==> config.mk <==
export PLATFORM = sky130hd
export DESIGN_NAME = bounce_generator
export DESIGN_NICKNAME = d
export VERILOG_FILES = /design/src/rtl/bounce_pkg.sv /design/src/rtl/bounce_lfsr.sv /design/src/rtl/bounce_generator.sv
export SDC_FILE = /design/constraint.sdc
export NUM_CORES = 1
export LEC_CHECK = 0
export ABC_AREA = 1
export BUFFER_PORTS_ARGS = -buffer_cell sky130_fd_sc_hd__buf_2
export CAP_MARGIN = 10
export CORE_MARGIN = 2
export CORE_UTILIZATION = 30
export CTS_CLUSTER_DIAMETER = 80
export DETAILED_ROUTE_END_ITERATION = 8
export GPL_TIMING_DRIVEN = 0
export MAX_ROUTING_LAYER = met4
export PLACE_DENSITY = 0.44
export RECOVER_POWER = 50
export SYNTH_ARGS = -nofsm -noshare
export SYNTH_HDL_FRONTEND = slang
export SYNTH_SLANG_ARGS = --single-unit
==> constraint.sdc <==
create_clock -name clock -period 2 [get_ports clock]
set_input_delay 0.1 -clock clock [delete_from_list [all_inputs] [get_ports clock]]
set_output_delay 0.1 -clock clock [all_outputs]
set_load 0.02 [all_outputs]
==> src/rtl/bounce_pkg.sv <==
// Shared types and constants for the contact-bounce stimulus blocks.
package bounce_pkg;

   typedef enum logic [1:0] {
      IDLE   = 2'd0,
      BOUNCE = 2'd1,
      SETTLE = 2'd2
   } state_e;

   localparam logic [15:0] LFSR_TAPS         = 16'hB400;
   localparam logic [15:0] LFSR_SEED_DEFAULT = 16'hACE1;

   // One right-shifting Galois step: feedback bit is the bit shifted out.
   function automatic logic [15:0] lfsr_step(input logic [15:0] v);
      logic [15:0] shifted;
      shifted = v >> 1;
      return v[0] ? (shifted ^ LFSR_TAPS) : shifted;
   endfunction

endpackage

==> src/rtl/bounce_lfsr.sv <==
// 16-bit Galois LFSR that free-runs every clock, with a seed strobe and a
// guard that never lets the register lock up at zero.
module bounce_lfsr
   import bounce_pkg::*;
#(
   parameter logic [15:0] SEED = LFSR_SEED_DEFAULT
) (
   input  logic        clock,
   input  logic        reset,
   input  logic        seed_load,
   input  logic [15:0] seed,
   output logic [15:0] value
);

   logic [15:0] state_q;
   logic [15:0] state_d;

   always_ff @(posedge clock or posedge reset) begin
      if (reset) begin
         state_q <= SEED;
      end else begin
         state_q <= state_d;
      end
   end

   always_comb begin
      state_d = lfsr_step(state_q);
      if (seed_load) begin
         state_d = (seed == 16'h0000) ? SEED : seed;
      end
   end

   assign value = state_q;

endmodule

==> src/rtl/bounce_generator.sv <==
// Mechanical-contact emulator: every level change on `in` becomes a burst of
// 2N pseudo-random toggles followed by a stable settle window.
module bounce_generator
   import bounce_pkg::*;
#(
   parameter logic [15:0] LFSR_SEED = LFSR_SEED_DEFAULT,
   parameter int          CNT_W     = 4,
   parameter int          GAP_W     = 8
) (
   input  logic             clock,
   input  logic             reset,
   input  logic             in,
   input  logic             enable,
   input  logic [CNT_W-1:0] bounce_count,
   input  logic [GAP_W-1:0] max_gap,
   input  logic [GAP_W-1:0] settle,
   input  logic             seed_load,
   input  logic [15:0]      seed,
   output logic             out,
   output logic             busy,
   output logic             done
);

   localparam logic [GAP_W:0]   GAP_ONE  = (GAP_W+1)'(1);
   localparam logic [CNT_W:0]   TOG_ONE  = (CNT_W+1)'(1);
   localparam logic [GAP_W-1:0] HOLD_ONE = GAP_W'(1);

   state_e           state_q, state_d;
   logic             in_q, in_d;
   logic             out_q, out_d;
   logic             done_q, done_d;
   logic [CNT_W:0]   toggles_q, toggles_d;
   logic [GAP_W:0]   gap_cnt_q, gap_cnt_d;
   logic [GAP_W-1:0] hold_q, hold_d;

   logic [15:0]      lfsr_value;
   logic             lfsr_unused;
   logic [GAP_W:0]   gap;

   bounce_lfsr #(
      .SEED (LFSR_SEED)
   ) u_lfsr (
      .clock     (clock),
      .reset     (reset),
      .seed_load (seed_load),
      .seed      (seed),
      .value     (lfsr_value)
   );

   // Only the low GAP_W bits shape the gap; the rest just keep the sequence long.
   assign lfsr_unused = ^lfsr_value;
   assign gap = {1'b0, lfsr_value[GAP_W-1:0] & max_gap} + GAP_ONE;

   always_ff @(posedge clock or posedge reset) begin
      if (reset) begin
         state_q   <= IDLE;
         in_q      <= 1'b0;
         out_q     <= 1'b0;
         done_q    <= 1'b0;
         toggles_q <= '0;
         gap_cnt_q <= '0;
         hold_q    <= '0;
      end else begin
         state_q   <= state_d;
         in_q      <= in_d;
         out_q     <= out_d;
         done_q    <= done_d;
         toggles_q <= toggles_d;
         gap_cnt_q <= gap_cnt_d;
         hold_q    <= hold_d;
      end
   end

   always_comb begin
      state_d   = state_q;
      in_d      = in;
      out_d     = out_q;
      done_d    = 1'b0;
      toggles_d = toggles_q;
      gap_cnt_d = gap_cnt_q;
      hold_d    = hold_q;

      case (state_q)
         IDLE: begin
            if (!enable) begin
               out_d = in_q;
            end else if (in_q != out_q) begin
               // First contact lands on the new level immediately.
               out_d = in_q;
               if (bounce_count == '0) begin
                  hold_d  = settle;
                  state_d = SETTLE;
               end else begin
                  toggles_d = {bounce_count, 1'b0};
                  gap_cnt_d = gap;
                  state_d   = BOUNCE;
               end
            end
         end

         BOUNCE: begin
            if (!enable) begin
               out_d   = in_q;
               state_d = IDLE;
            end else if (gap_cnt_q == GAP_ONE) begin
               out_d     = ~out_q;
               toggles_d = toggles_q - TOG_ONE;
               gap_cnt_d = gap;
               // Even toggle count means out is back on the target here.
               if (toggles_q == TOG_ONE) begin
                  hold_d  = settle;
                  state_d = SETTLE;
               end
            end else begin
               gap_cnt_d = gap_cnt_q - GAP_ONE;
            end
         end

         SETTLE: begin
            if (!enable) begin
               out_d   = in_q;
               state_d = IDLE;
            end else if (hold_q <= HOLD_ONE) begin
               done_d  = 1'b1;
               state_d = IDLE;
            end else begin
               hold_d = hold_q - HOLD_ONE;
            end
         end

         default: begin
            state_d = IDLE;
         end
      endcase
   end

   always_comb begin
      out  = out_q;
      busy = (state_q != IDLE);
      done = done_q;
   end

endmodule

==> results of run 1 <==
[kinds of logic (layout without fill, tap and decap cells)]
kind of cell	Yosys count	in the layout
AND/OR/NAND/NOR	252	252
AO/OA/AOI/OAI	51	51
buffers and inverters	51	107
flip-flops	43	43
adder cells (fa/ha/maj)	7	7
XOR/XNOR	4	4
[flip-flops by register name, indices dropped and copies added, names as in the netlist]
register	flops
out	1
gap_cnt_q	9
in_q	1
done	1
toggles_q	5
state_q	2
hold_q	8
u_lfsr.value	16
[worst max-delay path, cell delays in order, from the launching register on]
cell	delay, ns
dfstp_2	0.62
nand2_1	0.07
inv_1	0.11
ha_1	0.18
nand2_1	0.08
nor2_1	0.14
nand2_1	0.08
o21ai_0	0.28
nand3_1	0.11
nand2_1	0.07
[cell type report]
type | count | share of cell area, %
buffer | 6 | 1.438
timing repair buffer | 49 | 8.324
inverter | 44 | 4.994
tap | 111 | 4.200
clock buffer | 5 | 2.081
multi-input combinational | 314 | 45.33
clock inverter | 3 | 0.7946
sequential | 43 | 32.84
[power breakdown]
group	internal [uW]	switching (uW)
clock	258	361
sequential	1160	253
combinational	856	1580
total	2280	2190
[cell usage in the layout, fill, tap and decap left out]
cell type      count
nand2_1          141
nor2_1            56
buf_2             42
inv_1             39
dfrtp_1           35
nand3_1           33
o21ai_0           27
a21oi_1           13
dfstp_2            8
ha_1               7
clkbuf_8           6
dlygate4sd3_1      6
inv_2              5
nand2_2            5
nor2_4             3
xor2_1             3
clkbuf_1           3
nor2_8             2
o22ai_1            2
buf_6              2
nand2_4            2
o211ai_1           2
o21ai_2            2
nand4_1            2
nand3b_1           2
o21ai_1            2
nor4_1             2
nor3_1             2
inv_6              2
nor2_2             1
a21oi_2            1
o21bai_1           1
xnor2_1            1
a31oi_1            1
nand3_2            1
clkinv_4           1
clkbuf_2           1
[metal layers]
layer	GRT usage (%)	vias to the layer above	share of wire (%)	routed length, um
met5	-	-	0	0
met4	3.161	0	0.88	61
met3	2.566	5	3.0	208
met2	24.83	42	46	3198
met1	21.30	1190	50	3481
li1	-	1397	-	-
[cells in the mapped netlist (2+ instances only)]
cell,count,area (um^2)
a21oi_1,13,65.06
buf_6,2,22.52
clkbuf_1,4,15.01
dfrtp_1,35,875.8
dfstp_2,8,210.2
ha_1,7,87.58
inv_1,39,146.4
inv_2,5,18.77
nand2_1,141,529.3
nand2_2,6,37.54
nand3_1,33,165.2
nand3b_1,2,15.01
nand4_1,2,12.51
nor2_1,56,210.2
nor2_4,3,33.78
nor2_8,2,40.04
nor3_1,2,10.01
nor4_1,2,12.51
o211ai_1,2,15.01
o21ai_0,27,135.1
o21ai_1,2,10.01
o21ai_2,2,17.52
o22ai_1,2,12.51
xor2_1,3,26.28
[stage by stage]
step	total power (uW)	area, um^2	instances
floorplan	3287	2796	408
global route	4995	3307	575
CTS	4557	3321	576
detailed placement	3883	3166	562
global placement	3854	3146	561
finish	4470	3307	575
[what timing repair did]
item / in CTS / in global routing
setup endpoints to repair: 0 / 9
hold buffers: 6 / 0
endpoints found under the hold margin: 17 / 0
resized for setup: 0 / 1
setup buffers: 0 / 0
[how the worst max path moves through the flow]
stage / slack [ns] / depth (start not counted) / to / start
6_report: 0.20 / 9 / gap_cnt_q[8] / u_lfsr.value[0]
3_3_place_gp: 0.05 / 10 / gap_cnt_q[8] / u_lfsr.value[0]
2_1_floorplan: 0.40 / 10 / gap_cnt_q[4] / u_lfsr.value[0]
5_1_grt: 0.01 / 10 / hold_q[1] / hold_q[0]
4_1_cts: 0.02 / 10 / gap_cnt_q[8] / u_lfsr.value[0]
3_5_place_dp: 0.05 / 10 / gap_cnt_q[8] / u_lfsr.value[0]
==> impl_metrics.json, run 1 <==
{
  "antennaDiodeCount": 0,
  "wl_per_cell_um": 12.09,
  "yosys.area_share.xor_xnor_pct": 1.253,
  "syn_avg_cell_area_um2": 6.854,
  "r2r_slack_ns": 0.20,
  "maxSlewHeadroom_pct": 45.83,
  "fin_util_pct": 36.13,
  "grt_use_total_pct": 15.67,
  "worstMarginPinSlew_ns": 0.8125,
  "cp-start-kind": "flip-flop",
  "antenna_found_initial": 0,
  "die-area_um2": 10110,
  "start_util_pct": 30.55,
  "gp_congestion": 0.7925,
  "drtAntennaViolNets": 0,
  "cp_max_fo": 5,
  "synthArstFlopShare_pct": 100.0,
  "crit_type": "reg2reg",
  "reg2reg_to": "gap_cnt_q[8]",
  "fin_crit_sh_pct": 89.94,
  "syn_to_final_growth_pct": 18.25,
  "setup.worst_path.end_class": "flip-flop",
  "cts_buffer_depth": 2,
  "skew_ns": 0.008697,
  "setup-tns-final_ns": 0,
  "outcome": "finished clean",
  "regArea_um2": 1086,
  "core_um2": 9153,
  "grt_start_max_net_pins": 32,
  "finalHoldViolations": 0,
  "cts_max_level": 2,
  "rr_worst_depth": 9,
  "dp_hpwl_um": 5217,
  "synth_edf_count": 0,
  "syn_area_um2": 2796,
  "cts_sinks": 43,
  "place_ws_ns": 0.05454,
  "synth-simple-area-share_pct": 39.11,
  "drive_above_1_share_pct": 18.10,
  "hold_path.class": "in2reg",
  "setup_viol": 0,
  "first_iter_violations": 88,
  "synthesis.nets": 456,
  "rr_startpoint": "u_lfsr.value[0]",
  "synth_ff_type": "dfrtp_1",
  "ys_ff_latch": 43,
  "multi_input_area_um2": 1499,
  "synth_top_family_by_area": "simple AND/OR/NAND/NOR gates",
  "drv_slew": 0,
  "grt_overflow": 0,
  "path_clk_slew_ns": 0.10,
  "ctsRootBufferMaster": "clkbuf_8",
  "drc_errors": 0,
  "whs_ns": 0.01693,
  "setup_ws_ns": 0.2012,
  "fin_crit_ns": 1.799,
  "numCtsBuffers": 5,
  "die_w_um": 100.5,
  "max-vdd-ir-drop_uv": 495.6,
  "hp-start": "seed[9]",
  "nNetsFinal": 511,
  "boundaryPins": 44,
  "arrival_ns": 2.05,
  "min_to": "u_lfsr.value[9]",
  "wirelength_um": 6950,
  "rows": 35,
  "fmax_ghz": 0.5559,
  "synthAdderAreaFrac_pct": 3.132,
  "rsz0062_at_grt": "no",
  "whs_path_depth": 3,
  "portBuffers": 42,
  "synthMuxAreaShare_pct": 0,
  "yosys_warnings": 0,
  "grt_pass1_vias": 2575,
  "maxCapViolCount": 0,
  "vias": 2634,
  "yosysUniqueCellTypes": 32,
  "viasPerCell": 4.581,
  "p_per_area_nw_per_um2": 1352,
  "p_leak_uw": 0.001718,
  "firstDrtPassIters": 4,
  "synthCells": 408,
  "grt_pass1_wl_um": 12350,
  "worstPathRequired_ns": 2.25,
  "die_h_um": 100.5,
  "clock_latency_ns": 0.31,
  "synth_compound_area_share_pct": 9.933,
  "synth-seq-area-share_pct": 38.84,
  "cts_tree": "built",
  "nFillCells": 1020
}
(Power assumes the default switching activity.)
==> run 2, diff against run 1 <==
--- a/config.mk
+++ b/config.mk
@@ -6,8 +6,9 @@
 export NUM_CORES = 1
 export LEC_CHECK = 0
 export ABC_AREA = 1
-export BUFFER_PORTS_ARGS = -buffer_cell sky130_fd_sc_hd__buf_2
+export BUFFER_PORTS_ARGS = -buffer_cell sky130_fd_sc_hd__buf_4
 export CAP_MARGIN = 10
+export CORE_ASPECT_RATIO = 0.5
 export CORE_MARGIN = 2
 export CORE_UTILIZATION = 30
 export CTS_CLUSTER_DIAMETER = 80
==> impl_metrics.json, run 2 (synthesis gave the netlist of run 1 again) <==
{
  "outcome": "finished clean",
  "die_h_um": 72.27,
  "crit_end": "hold_q[5]",
  "grt_pass1_vias": 2592,
  "nFillCells": 978,
  "cts_buffer_depth": 2,
  "worstMarginPinSlew_ns": 0.7335,
  "p_leak_uw": 0.001746,
  "antennaDiodeCount": 0,
  "cts_max_level": 2,
  "syn_to_final_growth_pct": 21.92,
  "rsz0062_at_grt": "no",
  "setup_viol": 0,
  "drive_above_1_share_pct": 17.39,
  "gp_congestion": 0.8307,
  "skew_ns": 0.004845,
  "rr_worst_depth": 10,
  "start_util_pct": 31.46,
  "grt_use_total_pct": 15.16,
  "rr_startpoint": "hold_q[0]",
  "finalHoldViolations": 0,
  "path_clk_slew_ns": 0.06,
  "grt_overflow": 0,
  "largest_reg_flops": 16,
  "arrival_ns": 1.93,
  "path_cells": "inv_1 > ha_1 > nor2_1 > nor2_1 > nand2_1 > nand2_1 > nand2_2 > nand3_2 > nand2_1 > nand2_1",
  "reg2reg_to": "hold_q[5]",
  "drv_slew": 0,
  "final_common_cell": "nand2_1",
  "slowest_delay_ns": 0.42,
  "crit_path_frequent_cell": "nand2_1",
  "layout_common_cells": "nand2_1, nor2_1, inv_1",
  "drc_errors": 0,
  "core_um2": 8889,
  "rows": 24,
  "fmax_ghz": 0.5708,
  "numCtsBuffers": 5,
  "ctsRootBufferMaster": "clkbuf_16",
  "cp-start-kind": "flip-flop",
  "portBuffers": 42,
  "grt_start_max_net_pins": 26,
  "cp_max_fo": 9,
  "worstPathRequired_ns": 2.18,
  "worst_path_max_delay_cell": "dfrtp_1",
  "wl_per_cell_um": 11.89,
  "p_per_area_nw_per_um2": 1364,
  "nNetsFinal": 507,
  "cts_tree": "built",
  "maxSlewHeadroom_pct": 51.05,
  "antenna_found_initial": 0,
  "maxCapViolCount": 0,
  "viasPerCell": 4.518,
  "first_iter_violations": 92,
  "vias": 2607,
  "drtAntennaViolNets": 0,
  "firstDrtPassIters": 4,
  "dp_hpwl_um": 5304,
  "cts_setup_buffers": 0,
  "boundaryPins": 44,
  "max-vdd-ir-drop_uv": 316.1,
  "total_power_uw": 4649,
  "crit_start": "hold_q[0]",
  "r2r_slack_ns": 0.25,
  "wirelength_um": 6861,
  "die_w_um": 140.5,
  "fin_crit_sh_pct": 87.59,
  "setup.worst_path.end_class": "flip-flop",
  "die-area_um2": 10160,
  "hold_path.class": "in2reg",
  "clock_latency_ns": 0.29,
  "grt_pass1_wl_um": 11920,
  "cts_sinks": 43,
  "setup-tns-final_ns": 0,
  "crit_type": "reg2reg",
  "fin_crit_ns": 1.752
}
## run 2: changes by cell type in the layout (fill, tap and decap cells not counted), sizes merged
cell and change:
clkbuf +6, buf -4, inv -2, dlygate4sd3 -4
## run 2: critical path: cells and delay by family, from the launching register on
kind | cells | cell delay, ns
fa+ha+maj | 1 | 0.24
buf+inv | 1 | 0.08
flops | 1 | 0.42
simple gates | 8 | 0.88
## run 2: worst min path at each step
stage / start / to / slack (ns) / depth (start not counted)
global placement: in / in_q / 0.21 / 1
detailed placement: reset / u_lfsr.value[8] / 0.13 / 2
finish: seed[14] / u_lfsr.value[14] / 0.02 / 3
CTS: seed[14] / u_lfsr.value[14] / 0.02 / 3
floorplan: in / in_q / 0.13 / 0
global route: seed[14] / u_lfsr.value[14] / 0.03 / 3
## run 2: repair_timing
item | CTS | global route
resized for setup | 0 | 1
hold endpoints to repair | 16 | 0
endpoints found under the setup margin | 0 | 2
hold buffers | 2 | 0
## run 2: per-layer routing
metal | wire length, um | track usage, % | share of wire [%]
met5 | 0 | - | 0
met4 | 61 | 3.778 | 0.89
met3 | 268 | 3.234 | 3.9
met2 | 3000 | 24.73 | 44
met1 | 3531 | 19.59 | 51
## run 2: final cells by class
type                       count  area (um^2)  area share, %
buffer                         6        47.55          1.394
clock buffer                   7        132.6          3.890
clock inverter                 1        5.005         0.1468
inverter                      44        165.2          4.844
multi-input combinational    314         1494          43.82
sequential                    43         1086          31.85
tap                          117        146.4          4.294
timing repair buffer          45        332.8          9.761
## run 2: where the power goes
part / switching (uW) / internal, uW
clock: 335 / 462
sequential: 247 / 1160
combinational: 1570 / 870
total: 2150 / 2500
## run 2: stage by stage
stage | cells | utilization (%) | setup WS [ns] | hold WS [ns] | instance area (um^2)
after detailed placement | 568 | 36.88 | 0.03823 | 0.1332 | 3278
after global placement | 567 | 36.66 | 0.06691 | 0.2097 | 3258
after CTS | 578 | 38.65 | 0.03523 | 0.01863 | 3436
after floorplan | 408 | - | 0.4044 | 0.1314 | 2796
final | 577 | 38.36 | 0.2481 | 0.01947 | 3410
after global routing | 577 | 38.36 | 0.06171 | 0.03054 | 3410
